--- config.mk ---
export PLATFORM = sky130hd
export DESIGN_NAME = seq_mul8
export DESIGN_NICKNAME = d
export VERILOG_FILES = /design/src/rtl/seq_mul8.sv
export SDC_FILE = /design/constraint.sdc
export NUM_CORES = 1
export LEC_CHECK = 0
export CORE_ASPECT_RATIO = 1.1
export CORE_MARGIN = 1
export CORE_UTILIZATION = 39
export CTS_CLUSTER_DIAMETER = 150
export DETAILED_ROUTE_END_ITERATION = 7
export PLACE_DENSITY = 0.74
export REMOVE_ABC_BUFFERS = 1
export SETUP_SLACK_MARGIN = 0.2
export SLEW_MARGIN = 20
export SYNTH_ARGS = -nofsm -noshare
export SYNTH_HDL_FRONTEND = slang
export SYNTH_SLANG_ARGS = --single-unit
--- constraint.sdc ---
create_clock -name clk -period 1.6 [get_ports clk]
set_clock_uncertainty 0.15 [all_clocks]
set_input_delay 0.32 -clock clk [delete_from_list [all_inputs] [get_ports clk]]
set_output_delay 0.32 -clock clk [all_outputs]
set_load 0.01 [all_outputs]
--- src/rtl/seq_mul8.sv ---
// -----------------------------------------------------------------------------
// seq_mul8 -- sequential 8x8 unsigned shift-add multiplier, 16-bit product.
//
// The accumulation adder is external. Every RUN cycle this block presents the
// running partial product on add_a and the gated, shifted multiplicand on
// add_b, then registers the combinational sum add_s on the next rising edge.
//
// Ports
//   clk        in   1   rising-edge clock
//   rst        in   1   synchronous, active-high reset
//   in_valid   in   1   operand pair valid
//   in_ready   out  1   block can accept operands (IDLE, or DONE being drained)
//   in_a       in   8   multiplicand, unsigned
//   in_b       in   8   multiplier, unsigned
//   out_valid  out  1   product valid (held until out_ready)
//   out_ready  in   1   consumer accepts product
//   out_prod   out  16  product in_a*in_b
//   add_a      out  16  adder operand A = accumulator
//   add_b      out  16  adder operand B = mplier[0] ? mcand : 0 (RUN only)
//   add_s      in   16  adder sum, combinational from add_a/add_b
//
// Configuration
//   SEQ_MUL_EARLY_TERM_EN  when defined, RUN also ends on the edge where the
//                          shifted multiplier becomes zero (minimum one RUN
//                          edge). Undefined: RUN always lasts 8 edges.
// -----------------------------------------------------------------------------
module seq_mul8 (
    input  logic        clk,
    input  logic        rst,
    input  logic        in_valid,
    output logic        in_ready,
    input  logic [7:0]  in_a,
    input  logic [7:0]  in_b,
    output logic        out_valid,
    input  logic        out_ready,
    output logic [15:0] out_prod,
    output logic [15:0] add_a,
    output logic [15:0] add_b,
    input  logic [15:0] add_s
);

    typedef enum logic [1:0] {
        ST_IDLE = 2'd0,
        ST_RUN  = 2'd1,
        ST_DONE = 2'd2
    } state_t;

    state_t      state_r;
    logic [15:0] acc_r;
    logic [15:0] mcand_r;
    logic [7:0]  mplier_r;
    logic [2:0]  cnt_r;
    logic        out_valid_r;
    logic        run_last_s;

    // Decide whether the current RUN edge is the final one.
    always_comb begin
        run_last_s = 1'b0;
`ifdef SEQ_MUL_EARLY_TERM_EN
        // Post-shift multiplier is zero when only bit 0 (or nothing) remains.
        if ((cnt_r == 3'd7) || (mplier_r[7:1] == 7'd0)) begin
            run_last_s = 1'b1;
        end else begin
            run_last_s = 1'b0;
        end
`else
        if (cnt_r == 3'd7) begin
            run_last_s = 1'b1;
        end else begin
            run_last_s = 1'b0;
        end
`endif
    end

    // Adder operands and the input handshake, all derived from registers
    // except the DONE-handoff term of in_ready.
    always_comb begin
        add_a    = acc_r;
        add_b    = 16'h0000;
        in_ready = 1'b0;
        if ((state_r == ST_RUN) && mplier_r[0]) begin
            add_b = mcand_r;
        end else begin
            add_b = 16'h0000;
        end
        if (state_r == ST_IDLE) begin
            in_ready = 1'b1;
        end else if (state_r == ST_DONE) begin
            in_ready = out_ready;
        end else begin
            in_ready = 1'b0;
        end
    end

    assign out_valid = out_valid_r;
    assign out_prod  = acc_r;

    // Control FSM and datapath registers.
    always_ff @(posedge clk) begin
        if (rst) begin
            state_r     <= ST_IDLE;
            acc_r       <= 16'h0000;
            mcand_r     <= 16'h0000;
            mplier_r    <= 8'h00;
            cnt_r       <= 3'd0;
            out_valid_r <= 1'b0;
        end else begin
            case (state_r)
                ST_IDLE: begin
                    if (in_valid) begin
                        acc_r    <= 16'h0000;
                        mcand_r  <= {8'h00, in_a};
                        mplier_r <= in_b;
                        cnt_r    <= 3'd0;
                        state_r  <= ST_RUN;
                    end
                end
                ST_RUN: begin
                    acc_r    <= add_s;
                    mcand_r  <= {mcand_r[14:0], 1'b0};
                    mplier_r <= {1'b0, mplier_r[7:1]};
                    cnt_r    <= cnt_r + 3'd1;
                    if (run_last_s) begin
                        state_r     <= ST_DONE;
                        out_valid_r <= 1'b1;
                    end
                end
                ST_DONE: begin
                    if (out_ready) begin
                        out_valid_r <= 1'b0;
                        // Product handed off; a waiting operand pair starts
                        // on the same edge so back-to-back ops cost 9 cycles.
                        if (in_valid) begin
                            acc_r    <= 16'h0000;
                            mcand_r  <= {8'h00, in_a};
                            mplier_r <= in_b;
                            cnt_r    <= 3'd0;
                            state_r  <= ST_RUN;
                        end else begin
                            state_r  <= ST_IDLE;
                        end
                    end
                end
                default: begin
                    state_r     <= ST_IDLE;
                    out_valid_r <= 1'b0;
                end
            endcase
        end
    end

endmodule

==> results of run 1 <==
## cell usage after synthesis, drive strengths merged
master,number
nand2,32
nor2b,1
mux2i,2
a32o,26
a211oi,1
a21oi,5
nand3b,1
nor3,21
nor2,2
ha,2
a21o,1
buf,33
and3,9
clkbuf,9
a311o,14
o21ai,2
inv,16
dfxtp,46
nand2b,3
a31oi,14
nand3,2
## path summary, 6_finish.rpt
path / end / slack (ns) / cells after the start
hold reg to reg: out_valid / 0.32 / 2
hold / removal: state_r[1] / 0.21 / 4
setup / recovery: add_b[8] / -0.16 / 4
setup reg to reg: mcand_r[9] / -0.03 / 5
## logic make-up after synthesis
kind of cell | Yosys count | synth area share
AOI/OAI and AO/OA | 63 | 0.251
buffers and inverters | 58 | 0.150
DFF | 46 | 0.422
muxes | 2 | 0.00917
adders and majority gates | 2 | 0.0115
and+or+nand+nor | 71 | 0.157
## power breakdown
part           switching [mW]  internal [mW]
registers              0.0419           1.21
logic                   0.263          0.302
clock network           0.389          0.309
## layout make-up
class                   instances  share of cell area
clock inverters                 2             0.00414
well taps                      75              0.0282
multi-input cells             139               0.315
clock buffers                   6              0.0218
flip-flops and latches         46               0.283
repair buffers                123               0.331
inverters                      16              0.0181
## state kept, by name (all words and copies together), names as in the netlist
signal	cells
mplier_r	8
cnt_r	3
state_r	2
out_valid	1
add_a	16
mcand_r	16
## worst max-delay path, stage by stage, from the launching register on
cell	delay (ns)
dfxtp_4	0.38
nor2b_4	0.19
buf_6	0.14
and3_4	0.18
buf_6	0.10
## routing by layer
metal  track usage  vias up
li1              -     1044
met1         0.258     1015
met2         0.343       86
met3        0.0715        6
met4        0.0462        0
met5             0        -
## timing repair
item                       4_1_cts  5_1_grt
setup endpoints to repair       94       93
cloned                           1        1
pin swaps                        0        3
gates resized for setup        157       51
hold buffers                     0        0
buffers inserted                 5        1
==> flow_summary_export.csv, run 1 <==
group,metric,value,unit
status,status,"complete, but fails checks",
status,violations,"negative setup slack",
placement,post-place-ws,-0.453,ns
floorplanning,fp-row-count,28,
final_layout,nets,369,
timing,setup_viol,34,
placement,portBuffers,85,
drt,drcViolationCount,0,
worst_hold_path,hold_start,"out_ready",
setup_path,end_kind,"output port",
timing,maxSlewHeadroom,0.699,
setup_path,start_kind,"register",
final_layout,area_delta_synth_final,52.4,%
setup_path,cp.required,1.13,ns
timing,period_minus_slack,1.76,ns
cts,cts.reportedPaths.clkPinSlew,0.09,ns
final_layout,fin_cells,407,
drt,dr_wl_met2,2870,um
floorplanning,start_util,0.404,
placement,dp_cells,391,
setup_path,critPathKind,"reg -> out",
floorplanning,chipHeight,80.5,um
drt,wl_met3,527,um
timing,fin_ws,-0.164,ns
final_layout,area.sequential,940,um2
floorplanning,coreArea,5400,um2
cts,cts_tree,"built",
global_route,grt_pass1_vias,1977,
yosys,seq_area_frac_synth,0.422,
drt,ant_nets,0,
power,p_per_area,755,nW/um2
setup_path,reg2reg_from,"state_r[0]",
floorplanning,die-area,5900,um2
floorplanning,die_w,73.3,um
drt,firstDrtPassIters,4,
cts,cts_max_path_buffers,2,
drt,viasPerCell,5.29,
global_route,grtUsageTotal,0.207,
setup_path,startpoint,"state_r[0]",
cts,cts_buffers,5,
timing,holdWs,0.209,ns
timing,clock.fmax,0.567,GHz
final_layout,postLayoutCoreUtil,0.616,
cts,clk_latency,0.30,ns
placement,hpwl,3910,um
global_route,grt_max_degree,32,
yosys,synthTopCellsByArea,"dfxtp_1 42%, a32o_1 12%, a311o_1 6.4%, buf_4 5.8%, nand2_1 5.5%",
final_layout,multiInputGateArea,1050,um2
drt,wl_met1,2550,um
drt,drtIter0Drc,104,
global_route,grt_overflow,0,
global_route,grt_first_pass_wirelength,9490,um
yosys,yosysUniqueCellTypes,27,
yosys,yosysTopAreaCell,"dfxtp_1",
drt,routed_wl,5990,um
placement,placed_area,3130,um2
worst_hold_path,hp-class,"in -> reg",
setup_path,crit_fanout,6,
cts,cts_root_buf,"clkbuf_8",
yosys,syn-cell-area,2180,um2
yosys,yosysWarnings,0,
timing,worstMarginPinSlew,0.451,ns
cts,clock_sinks,46,
timing,final_max_slew_viol_count,0,
cts,h-tree-depth,2,
floorplanning,io_pins,86,
timing,tns,-2.14,ns
timing,rsz0062_at_grt,"yes",
drt,dr.max_layer_used,"met4",
yosys,avgSynthCellArea,9.02,um2
final_layout,fill_cells,481,
placement,gp_congestion,0.735,
final_layout,n_antenna_cell,0,
final_layout,drive_gt1_frac,0.352,
yosys,synth_top_area_share,0.422,
power,peakVddDrop,0.000598,V
final_layout,final_cell_mix,"33 x dfxtp_1, 33 x clkdlybuf4s50_1, 31 x nand2_1",
timing,post-route-period-util,1.10,
yosys,synthCells,242,
power,finalPower,2.51,mW
yosys,synth-seq-cells,46,
drt,via_count,2151,
drt,wl_per_cell,14.7,um
run,cap_violations,0,
power,p_leak,1.40,nW
global_route,grt_antenna_before_repair,0,
setup_path,crit_arrival,1.29,ns
final_layout,finalInstanceArea,3330,um2
timing,hold_viol,0,
Note: power is estimated with default switching activity, not from simulation.
==> inputs of run 2 (changes only) <==
--- a/config.mk
+++ b/config.mk
@@ -10,6 +10,7 @@
 export CORE_UTILIZATION = 39
 export CTS_CLUSTER_DIAMETER = 150
 export DETAILED_ROUTE_END_ITERATION = 7
+export HOLD_SLACK_MARGIN = 0.1
 export PLACE_DENSITY = 0.74
 export REMOVE_ABC_BUFFERS = 1
 export SETUP_SLACK_MARGIN = 0.2
==> results of run 2 <==
Same layout as run 1: the final DEF is identical, and so are final timing and power.
